[config.mk]
export PLATFORM = sky130hd
export DESIGN_NAME = output_collector
export DESIGN_NICKNAME = d
export VERILOG_FILES = /design/src/rtl/conv_pkg.sv /design/src/rtl/sync_fifo.sv /design/src/rtl/output_collector.sv
export SDC_FILE = /design/constraint.sdc
export NUM_CORES = 1
export LEC_CHECK = 0
export ABC_AREA = 1
export CORE_MARGIN = 2
export CORE_UTILIZATION = 50
export DETAILED_ROUTE_END_ITERATION = 16
export HOLD_SLACK_MARGIN = 0.1
export PLACE_DENSITY = 0.69
export SYNTH_ARGS = -nofsm -noshare
export SYNTH_HDL_FRONTEND = slang
export SYNTH_SLANG_ARGS = --single-unit
[constraint.sdc]
create_clock -name clk -period 8.7 [get_ports clk]
set_input_delay 2.175 -clock clk [delete_from_list [all_inputs] [get_ports clk]]
set_output_delay 2.175 -clock clk [all_outputs]
set_load 0.02 [all_outputs]
[src/rtl/conv_pkg.sv]
// Shared types and constants for the convolution output path.
package conv_pkg;

  localparam int COORD_WIDTH = 32;

  typedef enum logic [1:0] {
    IDLE   = 2'd0,
    ACTIVE = 2'd1,
    DONE   = 2'd2
  } collector_state_t;

endpackage

[src/rtl/sync_fifo.sv]
// Synchronous FIFO with a registered head-of-queue output and an occupancy level.
// A write becomes visible on rdata/rvalid one cycle later; there is no fall-through.
module sync_fifo #(
  parameter int WIDTH = 8,
  parameter int DEPTH = 8
) (
  input  logic                       clk,
  input  logic                       rst_n,
  input  logic                       push,
  input  logic [WIDTH-1:0]           wdata,
  input  logic                       pop,
  output logic [WIDTH-1:0]           rdata,
  output logic                       rvalid,
  output logic [$clog2(DEPTH):0]     level,
  output logic                       full
);

  localparam int AW = $clog2(DEPTH);

  logic [WIDTH-1:0] mem [DEPTH];
  logic [AW-1:0]    wr_ptr;
  logic [AW-1:0]    rd_ptr;
  logic [AW-1:0]    rd_next;
  logic [AW:0]      level_next;
  logic             push_ok;
  logic             pop_ok;

  assign full    = (level == (AW+1)'(DEPTH));
  assign pop_ok  = pop && rvalid;
  assign push_ok = push && (!full || pop_ok);
  assign rd_next = rd_ptr + AW'(pop_ok);

  always_comb begin
    level_next = level;
    if (push_ok && !pop_ok) begin
      level_next = level + (AW+1)'(1);
    end else if (!push_ok && pop_ok) begin
      level_next = level - (AW+1)'(1);
    end
  end

  always_ff @(posedge clk) begin
    if (push_ok) begin
      mem[wr_ptr] <= wdata;
    end
  end

  // The head register is fed from the incoming word when it lands in the slot
  // that becomes the new head, since mem does not hold it until this edge.
  always_ff @(posedge clk or negedge rst_n) begin
    if (!rst_n) begin
      wr_ptr <= '0;
      rd_ptr <= '0;
      level  <= '0;
      rvalid <= 1'b0;
      rdata  <= '0;
    end else begin
      if (push_ok) begin
        wr_ptr <= wr_ptr + AW'(1);
      end
      rd_ptr <= rd_next;
      level  <= level_next;
      rvalid <= (level_next != '0);
      if (level_next == '0) begin
        rdata <= '0;
      end else if (push_ok && (wr_ptr == rd_next)) begin
        rdata <= wdata;
      end else begin
        rdata <= mem[rd_next];
      end
    end
  end

endmodule

[src/rtl/output_collector.sv]
// Collects conv results into a FIFO, saturates them to OUT_WIDTH and streams them out.
// Optional macro OUTPUT_COLLECTOR_RELU_EN clamps negative results to zero.
module output_collector
  import conv_pkg::*;
#(
  parameter int ACC_WIDTH          = 32,
  parameter int OUT_WIDTH          = 16,
  parameter int FIFO_DEPTH         = 8,
  parameter int FEATURE_MAP_WIDTH  = 1024,
  parameter int FEATURE_MAP_HEIGHT = 1024,
  parameter int OUTPUT_NB_CHANNELS = 64
) (
  input  logic                          clk,
  input  logic                          arst_n_in,
  input  logic                          start,
  input  logic                          in_valid,
  input  logic [ACC_WIDTH-1:0]          in_data,
  input  logic [COORD_WIDTH-1:0]        in_x,
  input  logic [COORD_WIDTH-1:0]        in_y,
  input  logic [COORD_WIDTH-1:0]        in_ch,
  output logic                          out_valid,
  input  logic                          out_ready,
  output logic [OUT_WIDTH-1:0]          out_data,
  output logic [COORD_WIDTH-1:0]        out_x,
  output logic [COORD_WIDTH-1:0]        out_y,
  output logic [COORD_WIDTH-1:0]        out_ch,
  output logic [$clog2(FIFO_DEPTH):0]   fifo_level,
  output logic                          busy,
  output logic                          done,
  output logic                          overflow
);

  localparam int          FW    = OUT_WIDTH + 3 * COORD_WIDTH;
  localparam logic [31:0] TOTAL = 32'(FEATURE_MAP_WIDTH * FEATURE_MAP_HEIGHT * OUTPUT_NB_CHANNELS);

  localparam logic signed [ACC_WIDTH-1:0] SAT_MAX =
    {{(ACC_WIDTH-OUT_WIDTH+1){1'b0}}, {(OUT_WIDTH-1){1'b1}}};
  localparam logic signed [ACC_WIDTH-1:0] SAT_MIN =
    {{(ACC_WIDTH-OUT_WIDTH+1){1'b1}}, {(OUT_WIDTH-1){1'b0}}};

`ifdef OUTPUT_COLLECTOR_RELU_EN
  localparam bit RELU = 1'b1;
`else
  localparam bit RELU = 1'b0;
`endif

  collector_state_t     state;
  logic [31:0]          pushed_cnt;
  logic [31:0]          popped_cnt;
  logic [OUT_WIDTH-1:0] conv_data;
  logic [FW-1:0]        fifo_rdata;
  logic                 fifo_push;
  logic                 fifo_full;
  logic                 pop;
  logic                 accept;

  assign pop       = out_valid && out_ready;
  assign fifo_push = (state == ACTIVE) && in_valid;
  assign accept    = fifo_push && (!fifo_full || pop);

  always_comb begin
    conv_data = in_data[OUT_WIDTH-1:0];
    if ($signed(in_data) > SAT_MAX) begin
      conv_data = SAT_MAX[OUT_WIDTH-1:0];
    end else if ($signed(in_data) < SAT_MIN) begin
      conv_data = SAT_MIN[OUT_WIDTH-1:0];
    end
    if (RELU && conv_data[OUT_WIDTH-1]) begin
      conv_data = '0;
    end
  end

  sync_fifo #(
    .WIDTH (FW),
    .DEPTH (FIFO_DEPTH)
  ) u_fifo (
    .clk    (clk),
    .rst_n  (arst_n_in),
    .push   (fifo_push),
    .wdata  ({conv_data, in_x, in_y, in_ch}),
    .pop    (out_ready),
    .rdata  (fifo_rdata),
    .rvalid (out_valid),
    .level  (fifo_level),
    .full   (fifo_full)
  );

  assign {out_data, out_x, out_y, out_ch} = fifo_rdata;

  // Run control; a start landing in ACTIVE falls through to the ACTIVE arm and is ignored.
  always_ff @(posedge clk or negedge arst_n_in) begin
    if (!arst_n_in) begin
      state      <= IDLE;
      busy       <= 1'b0;
      done       <= 1'b0;
      overflow   <= 1'b0;
      pushed_cnt <= '0;
      popped_cnt <= '0;
    end else begin
      if (pop) begin
        popped_cnt <= popped_cnt + 32'd1;
      end
      if (accept) begin
        pushed_cnt <= pushed_cnt + 32'd1;
      end
      case (state)
        IDLE, DONE: begin
          if (start) begin
            state      <= ACTIVE;
            busy       <= 1'b1;
            done       <= 1'b0;
            overflow   <= 1'b0;
            pushed_cnt <= '0;
            popped_cnt <= '0;
          end
        end
        ACTIVE: begin
          if (fifo_push && fifo_full && !pop) begin
            overflow <= 1'b1;
          end
          if ((popped_cnt + 32'(pop)) == TOTAL) begin
            state <= DONE;
            busy  <= 1'b0;
            done  <= 1'b1;
          end
        end
        default: begin
          state <= IDLE;
          busy  <= 1'b0;
          done  <= 1'b0;
        end
      endcase
    end
  end

endmodule

## Word level (Yosys, flattened, before mapping)

Memories as Yosys holds them, arrays and structs flattened.
Index checks and enable logic that the tools add are counted.

| word-level totals | value |
|---|---|
| bits in writable memories | 896 |
| memories | 1 |
| bits in registers | 160 |
| logic and storage cells | 68 |
| output and inout port bits | 120 |
| input port bits | 133 |

Memory list:

| memory | words | bits a word | rd ports | clocked after memory_dff | write ports | RTL line | text |
|---|---|---|---|---|---|---|---|
| u_fifo.mem | 8 | 112 | 1 | 0 | 1 | sync_fifo.sv:20 | `logic [WIDTH-1:0] mem [DEPTH];` |

| cells by class | value |
|---|---|
| muxes and demuxes | 22 |
| reduce and logical (&&, ||, !) cells | 19 |
| order comparisons | 2 |
| add/subtract/negate cells | 6 |
| equal/unequal tests | 8 |

Operator list:

| cell | number |
|---|---|
| $mux 112 | 2 |
| $mux 32 | 3 |
| $add 32x1->32 | 1 |
| $add 32x1->32 const B | 1 |
| $eq 32x27->1 const B | 1 |
| $gt 32x16->1 const B | 1 |
| $lt 32x16->1 const B | 1 |
| $mux 16 | 2 |
| $logic_and 1x1->1 | 8 |
| $mux 4 | 2 |
| $mux 1 | 7 |
| $pmux 1 s2 | 3 |
| $add 4x1->4 const B | 1 |
| $eq 4x4->1 const B | 1 |
| $logic_not 4->1 | 1 |
| $mux 2 | 2 |
| $ne 2x1->1 const B | 2 |
| $pmux 2 s2 | 1 |
| $reduce_bool 4->1 | 1 |
| $sub 4x1->4 const B | 1 |
| $add 3x1->3 | 1 |
| $add 3x1->3 const B | 1 |
| $eq 3x3->1 | 1 |
| $logic_not 1->1 | 3 |
| other kinds (9) | 9 |

## Logic depth before layout (Yosys ltp)

Gate-level depths: netlist of the first run.

| depth | value |
|---|---|
| depth after elaboration | 10 |
| depth in mapped cells | 17 |
| mapped depth without buffers | 17 |

## Hierarchy

From an unflattened synthesis of the first run, not the netlist that was laid out.

| second synthesis, totals | value |
|---|---|
| cells, all modules | 4,068 |
| area, all modules | 44,840.5 µm² |

By module, submodules not included:

| module | area an instance (µm²) | seq. area each (µm²) | cells each | instances |
|---|---|---|---|---|
| sync_fifo | 41,532.3 | 29,983.8 | 3,523 | 1 |
| output_collector | 3,308.2 | 900.9 | 545 | 1 |

## Worst setup path after synthesis of the first run

No wires, ideal clock.

| timing path | value |
|---|---|
| path kind | input -> register |
| start | input port out_ready |
| end | memory u_fifo.mem[0][0] (netlist bit), enable pin |
| data required time | 8.116 ns |
| arrival | 7.584 ns |
| library setup time | 0.584 ns |
| cell stages on the path | 7 |
| setup slack | 0.532 ns |
| path buffers | 0 |
| cells stage by stage | nand2_2 inv_2 nor2_2 nor2_4 inv_1 or2_2 nor2_1 |

| between the ends | value |
|---|---|
| cells in the longest elaborated chain, start to end | 5 |

RTL lines:

| item | RTL line | text |
|---|---|---|
| from (decl) | output_collector.sv:22 | `input logic out_ready,` |
| $logic_and 1x1->1 | sync_fifo.sv:29 | `assign pop_ok = pop && rvalid;` |
| $logic_or 1x1->1 | sync_fifo.sv:30 | `assign push_ok = push && (!full \|\| pop_ok);` |
| $logic_and 1x1->1 | sync_fifo.sv:30 |  |
| $mux 1 | sync_fifo.sv:43 | `if (push_ok) begin` |
| $mux 1 (not written as such) | sync_fifo.sv:44 | `mem[wr_ptr] <= wdata;` |
| to (decl) | sync_fifo.sv:20 |  |

Every way passes these cells.

## Worst setup path after layout of the first run

| timing path | value |
|---|---|
| start | input port out_ready |
| end | register u_fifo.rdata[54] |

| between the ends | value |
|---|---|
| cells in the longest elaborated chain, start to end | 9 |
| elaborated cells between the ends (all ways) | 16 |
| classes of those cells | add/sub: 1; eq/ne: 1; mux: 4; reduce/logical: 9; memory: 1 |

RTL lines:

| item | RTL line | text |
|---|---|---|
| $logic_and 1x1->1 (*) | sync_fifo.sv:29 |  |
| branches (longest 7 deep; another with $mem_v2 8x112) | n/a |  |
| $mux 112 (*) | sync_fifo.sv:64 | `if (level_next == '0) begin` |
| to (signal assigned) | sync_fifo.sv:67 | `rdata <= wdata;` |
| to (signal assigned) | sync_fifo.sv:69 | `rdata <= mem[rd_next];` |
| to (decl) | sync_fifo.sv:12 | `output logic [WIDTH-1:0] rdata,` |

Mark *: on every way between the ends.
A chain may end at the register's enable or synchronous reset.

==> flow_summary_export.csv, run 1 <==
group,metric,value,unit
status,outcome,"completed",
timing,min_period_over_period,61.9,%
power,vdd_drop_max,0.466,mV
logic_synthesis,syn_area_per_cell,12.0,µm²
logic_synthesis,yosysSeqAreaShare,73.1,%
clock_tree,cts-root-buf,"clkbuf_16",
placement,io_buffers,252,
critical_path,start_kind,"input pin",
floorplan,die_w,295,µm
timing,finalSetupTns,0,ps
timing,final_max_slew_viol_count,0,
logic_synthesis,yosysMostFrequentCell,"edfxtp_1",
clock_tree,worstSkewPairLatency,680,ps
logic_synthesis,yosys-top-cells-count,"edfxtp_1 (896), o21ai_0 (723), nor2_1 (721)",
critical_path,crit_fanout,70,
clock_tree,cts_setup_buffers,0,
detailed_routing,drcViolationCount,0,
min_path,hold_class,"reg -> reg",
timing,setup_ws,3320,ps
floorplan,die_area,86800,µm²
clock_tree,cts_sinks,1055,
timing,period_needed,5380,ps
logic_synthesis,async_reset_ff_share,15.1,%
critical_path,worstReg2RegEnd,"u_fifo.rdata[54]$_DFF_PN0_",
cells_and_area,layout.cells.non_filler,4948,
logic_synthesis,synth.top_cell.area_share,63.7,%
logic_synthesis,synthCells,3527,
cells_and_area,nets,3857,
clock_tree,clock_path_buffers,3,
logic_synthesis,synth-edff-count,896,
power,power.density,378,nW/µm²
global_routing,grt_overflow,0,
clock_tree,ctsResizeCount,0,
cells_and_area,syn_to_final_growth,17.0,%
critical_path,crit_type,"in -> reg",
run,drv_cap,0,
power,power,18.7,mW
timing,skew,38.2,ps
timing,max-slew-margin-rel,24.1,%
cells_and_area,drive_gt1_share,6.30,%
floorplan,initial_core_util,50.5,%
detailed_routing,via_count,28000,
timing,setup_viol,0,
floorplan,num_io_pins,253,
logic_synthesis,ys_seq_elements,1055,
critical_path,reg2regPathDepth,13,
global_routing,antenna_found_initial,10,
detailed_routing,drtIter0Drc,2739,
min_path,holdPathStages,1,
min_path,min-delay-start,"state[0]$_DFFE_PN0P_",
critical_path,critPathArrivalTime,5850,ps
placement,place_ws,2690,ps
critical_path,worstPathRequired,9170,ps
detailed_routing,dr.pass1.iters,5,
timing,worst_pin_slew,1140,ps
clock_tree,cts_buffers,106,
critical_path,r2r_slack,4880,ps
placement,hpwl,54.0,mm
logic_synthesis,yosys.area.top_type,"edfxtp_1",
logic_synthesis,syn_nets,3669,
detailed_routing,vias_per_cell,5.65,
min_path,hold-path-endpoint,"busy$_DFFE_PN0P_",
placement,gp_congestion,0.933,
logic_synthesis,syn_area,42300,µm²
timing,grt_setup_unrepaired,"false",
floorplan,rows,106,
power,power.leakage,17.1,nW
floorplan,core,83700,µm²
clock_tree,hold_buffers,0,
cells_and_area,fin_util,59.0,%
clock_tree,cts_tree,"built",
timing,fmax,186,MHz
clock_tree,path_clk_slew,60,ps
floorplan,die_y,295,µm
critical_path,end_kind,"flop",
detailed_routing,wl_per_cell,21.1,µm
global_routing,grtUsageTotal,23.9,%
global_routing,grt_pass1_vias,27000,
global_routing,grt_max_degree,200,
detailed_routing,antenna_left,0,
detailed_routing,wl,104,mm
timing,final_hold_viol_count,0,
global_routing,grt_pass1_wl,159,mm
logic_synthesis,synthTopCellsByArea,"edfxtp_1 (64%), dfrtp_1 (9.4%), o21ai_0 (8.6%)",
logic_synthesis,synth.distinct_cells,37,
logic_synthesis,synth_ff_type,"edfxtp_1",
placement,dpl.cell_count,4741,
clock_tree,htreeDepth,3,
critical_path,timing.rr.start,"u_fifo.rvalid$_DFF_PN0_",
logic_synthesis,ys_warn_count,0,
==> area by class of cell <==
type	count	area [µm²]
repair buffers	296	2910
diodes	5	12.5
flip-flops and latches	1055	30900
fillers	6507	34300
clock buffers	146	2910
clock inverters	56	672
well taps	1134	1420
inverters	68	270
multi-input cells	2188	10300
==> logic make-up after synthesis <==
logic type                 share of synthesized area (%)
and+or+nand+nor                                     11.8
adders and majority gates                          0.267
DFF                                                 73.1
xor gates and xnor gates                           0.536
buffers and inverters                               2.69
AOI/OAI and AO/OA                                   11.6
==> worst max path at each step <==
| stage | startpoint | end | slack (ps) | depth (start not counted) |
|---|---|---|---|---|
| 5_1_grt | out_ready | u_fifo.rdata[20]$_DFF_PN0_ | 3090 | 13 |
| 2_1_floorplan | out_ready | u_fifo.mem[0][0]$_DFFE_PP_ | 530 | 7 |
| 6_report | out_ready | u_fifo.rdata[54]$_DFF_PN0_ | 3320 | 14 |
| 3_3_place_gp | out_ready | u_fifo.rdata[37]$_DFF_PN0_ | 2730 | 14 |
| 4_1_cts | out_ready | u_fifo.rdata[54]$_DFF_PN0_ | 3350 | 14 |
| 3_5_place_dp | out_ready | u_fifo.rdata[37]$_DFF_PN0_ | 2690 | 14 |
==> power by group <==
part           switching (mW)  internal (mW)
registers               0.308           6.43
clock network            1.91           2.71
logic                    5.01           2.31
==> per-layer routing <==
layer	global-route usage, %	vias to the layer above	wire length (µm)	share of wire (%)
met5	0	-	71	0.068
met4	7.93	12	2520	2.4
met3	4.00	172	7300	7.0
met2	38.5	984	49700	48
met1	33.3	13800	44700	43
li1	-	13000	-	-
==> stage by stage <==
step,hold WS [ps],area (µm²)
2_1_floorplan,464,42300
3_3_place_gp,479,45800
3_5_place_dp,492,45800
4_1_cts,499,49400
5_1_grt,508,49400
6_report,494,49400
==> sequential cells by signal, summed over array words and instances (netlist names) <==
signal / count
u_fifo.rdata: 112
popped_cnt: 32
overflow: 1
u_fifo.rd_ptr: 3
done: 1
u_fifo.rvalid: 1
u_fifo.wr_ptr: 3
u_fifo.mem: 896
busy: 1
state: 1
u_fifo.level: 4
==> placed cells by master (no fill, tap or decap), types with 2 or more instances in the layout <==
cell and count:
ha_4 2, o221ai_1 96, nor2_4 11, clkinvlp_4 4, nor4_1 6, clkinv_16 2
xor2_1 19, clkinv_1 11, nor2_1 713, a21oi_1 50, a32oi_1 15, nor2_2 3
nand3_1 77, nand2_1 410, clkdlybuf4s50_1 251, diode_2 5, buf_4 40, clkbuf_1 30
inv_2 5, clkbuf_8 10, inv_1 60, dfrtp_1 159, ha_1 7, bufinv_16 12
xnor2_1 5, o21ai_0 723, clkinv_2 20, or2_2 2, nand4_1 18, a32o_1 2
edfxtp_1 896, nand2_2 4, clkinv_4 3, inv_6 3, nor3_1 9, clkbuf_16 107
buf_12 4, nand3b_1 6
==> worst max-delay path, stage by stage <==
cell and delay, ps:
clkdlybuf4s50_1 420, nand2_2 120, inv_2 90, ha_4 190
ha_4 170, xnor2_4 130, buf_4 360, inv_4 810
buf_4 640, o221ai_1 260, o21ai_0 130, nand2_1 60
o21ai_0 110, nor2_1 130
Note: power is estimated with default switching activity, not from simulation.
==> inputs of run 2 (changes only) <==
==> constraint.sdc (replaced) <==
create_clock -name clk -period 5.1 [get_ports clk]
set_input_delay 1.275 -clock clk [delete_from_list [all_inputs] [get_ports clk]]
set_output_delay 1.275 -clock clk [all_outputs]
set_load 0.02 [all_outputs]
==> flow_summary_export.csv, run 2 (synthesis gave the netlist of run 1 again) <==
group,metric,value,unit
status,outcome,"completed",
global_routing,grt_pass1_wl,161,mm
clock_tree,cts-root-buf,"clkbuf_16",
cells_and_area,layout_common_cells,"edfxtp_1 (896), o21ai_0 (723), nor2_1 (713), nand2_1 (410), clkdlybuf4s50_1 (251)",
timing,final_max_slew_viol_count,0,
clock_tree,cts_tree,"built",
placement,gp_congestion,0.933,
timing,max-slew-margin-rel,34.0,%
cells_and_area,largest_reg_flops,896,
placement,dpl.cell_count,4755,
clock_tree,cts_setup_buffers,0,
placement,place_ws,732,ps
floorplan,die_area,86800,µm²
power,power.density,643,nW/µm²
floorplan,core,83700,µm²
detailed_routing,drtIter0Drc,2555,
critical_path,end_kind,"flop",
detailed_routing,wl,105,mm
clock_tree,clock_path_buffers,3,
critical_path,path_cells,"clkdlybuf4s50_1 -> nand2_2 -> inv_2 -> ha_4 -> inv_8 -> buf_4 -> o21ai_0 -> o221ai_1 -> o21ai_0 -> nand2_1 -> o21ai_0 -> nor2_1",
cells_and_area,multiInputGateArea,10300,µm²
critical_path,cpPeakStageDelay,600,ps
cells_and_area,fin_util,59.4,%
clock_tree,cts_sinks,1055,
cells_and_area,fillers,6509,
critical_path,worstPathRequired,5680,ps
timing,skew,23.4,ps
timing,whs,514,ps
cells_and_area,reg.largest.list,"u_fifo.mem x896, u_fifo.rdata x112, popped_cnt x32",
power,share_seq_of_total_power,36.0,%
power,p_clk_share,24.2,%
critical_path,crit_fanout,124,
critical_path,crit_top_cell,"o21ai_0",
power,vdd_drop_max,0.673,mV
floorplan,die_w,295,µm
placement,io_buffers,252,
min_path,hold_class,"reg -> reg",
cells_and_area,drive_gt1_share,6.83,%
timing,period_needed,3730,ps
floorplan,rows,106,
timing,setup_viol,0,
clock_tree,ctsResizeCount,0,
global_routing,grt_max_degree,150,
floorplan,initial_core_util,50.5,%
detailed_routing,vias_per_cell,5.62,
critical_path,start_kind,"input pin",
run,drv_cap,0,
global_routing,grt_overflow,0,
cells_and_area,final_common_cell,"edfxtp_1",
detailed_routing,drcViolationCount,0,
cells_and_area,regArea,30900,µm²
min_path,holdPathStages,1,
global_routing,grt_pass1_vias,27300,
critical_path,reg2regPathDepth,11,
power,total_switching_power,12.4,mW
cells_and_area,nets,3870,
clock_tree,path_clk_slew,60,ps
power,netSwitchingFraction,38.7,%
cells_and_area,syn_to_final_growth,17.6,%
placement,hpwl,55.0,mm
critical_path,slowest_stage,"inv_8",
power,pwr-share-comb,39.8,%
detailed_routing,wl_per_cell,21.2,µm
floorplan,num_io_pins,253,
floorplan,die_y,295,µm
timing,worst_pin_slew,981,ps
cells_and_area,layout.cells.non_filler,4959,
critical_path,crit_type,"in -> reg",
clock_tree,htreeDepth,3,
clock_tree,worstSkewPairLatency,670,ps
timing,grt_setup_unrepaired,"false",
timing,final_hold_viol_count,0,
power,power.leakage,17.2,nW
timing,min_period_over_period,73.1,%
detailed_routing,antenna_left,0,
critical_path,critPathArrivalTime,4310,ps
global_routing,antenna_found_initial,10,
global_routing,grtUsageTotal,24.2,%
clock_tree,hold_buffers,0,
cells_and_area,top_register,"u_fifo.mem",
detailed_routing,via_count,27900,
timing,fmax,268,MHz
clock_tree,cts_buffers,105,
detailed_routing,dr.pass1.iters,8,
power,intPower,19.6,mW
timing,setup_ws,1370,ps
run 2: through the flow:
stage               instance area (µm²)  total power, mW  setup TNS (ps)
floorplan                         42300             19.7         -132620
global placement                  46200             24.2               0
detailed placement                46200             24.4               0
CTS                               49700             32.1               0
global route                      49700             34.0               0
finish                            49700             31.9               0
run 2: cell type report:
cell class	count	area share, %
flip-flops and latches	1055	62.1
multi-input cells	2188	20.8
well taps	1134	2.86
inverters	68	0.544
repair buffers	310	6.56
diodes	5	0.0252
clock buffers	147	5.89
clock inverters	52	1.17
run 2: path summary, 6_finish.rpt:
path,slack [ps],to,startpoint
worst min-delay path,510,overflow$_DFFE_PN0P_,overflow$_DFFE_PN0P_
max in group asynchronous,3330,u_fifo.rdata[39]$_DFF_PN0_,arst_n_in
min in group asynchronous,670,u_fifo.level[3]$_DFF_PN0_,arst_n_in
worst min register to register,510,overflow$_DFFE_PN0P_,overflow$_DFFE_PN0P_
worst max register to register,2080,u_fifo.rdata[78]$_DFF_PN0_,u_fifo.rvalid$_DFF_PN0_
worst max-delay path,1370,u_fifo.rdata[78]$_DFF_PN0_,out_ready
run 2: critical path: cells and delay by family:
family | cells | cell delay (ps)
compound gates | 4 | 560
fa+ha+maj | 1 | 400
buf+inv | 4 | 1700
simple gates | 3 | 290
run 2: power by group through the flow:
stage / Combinational (mW) / Sequential [mW] / Clock (mW)
finish: 12.7 / 11.5 / 7.72
global route: 14.2 / 11.6 / 8.19
CTS: 12.8 / 11.5 / 7.85
detailed placement: 12.7 / 11.7 / 0
global placement: 12.5 / 11.7 / 0
floorplan: 7.60 / 12.1 / 0
run 2: per-layer routing:
layer / vias up / wire length (µm) / GRT usage [%]
met4: 14 / 1970 / 6.71
met3: 146 / 7020 / 3.73
met5: - / 85 / 0
met1: 13700 / 45300 / 33.5
li1: 13100 / - / -
met2: 925 / 50800 / 40.0
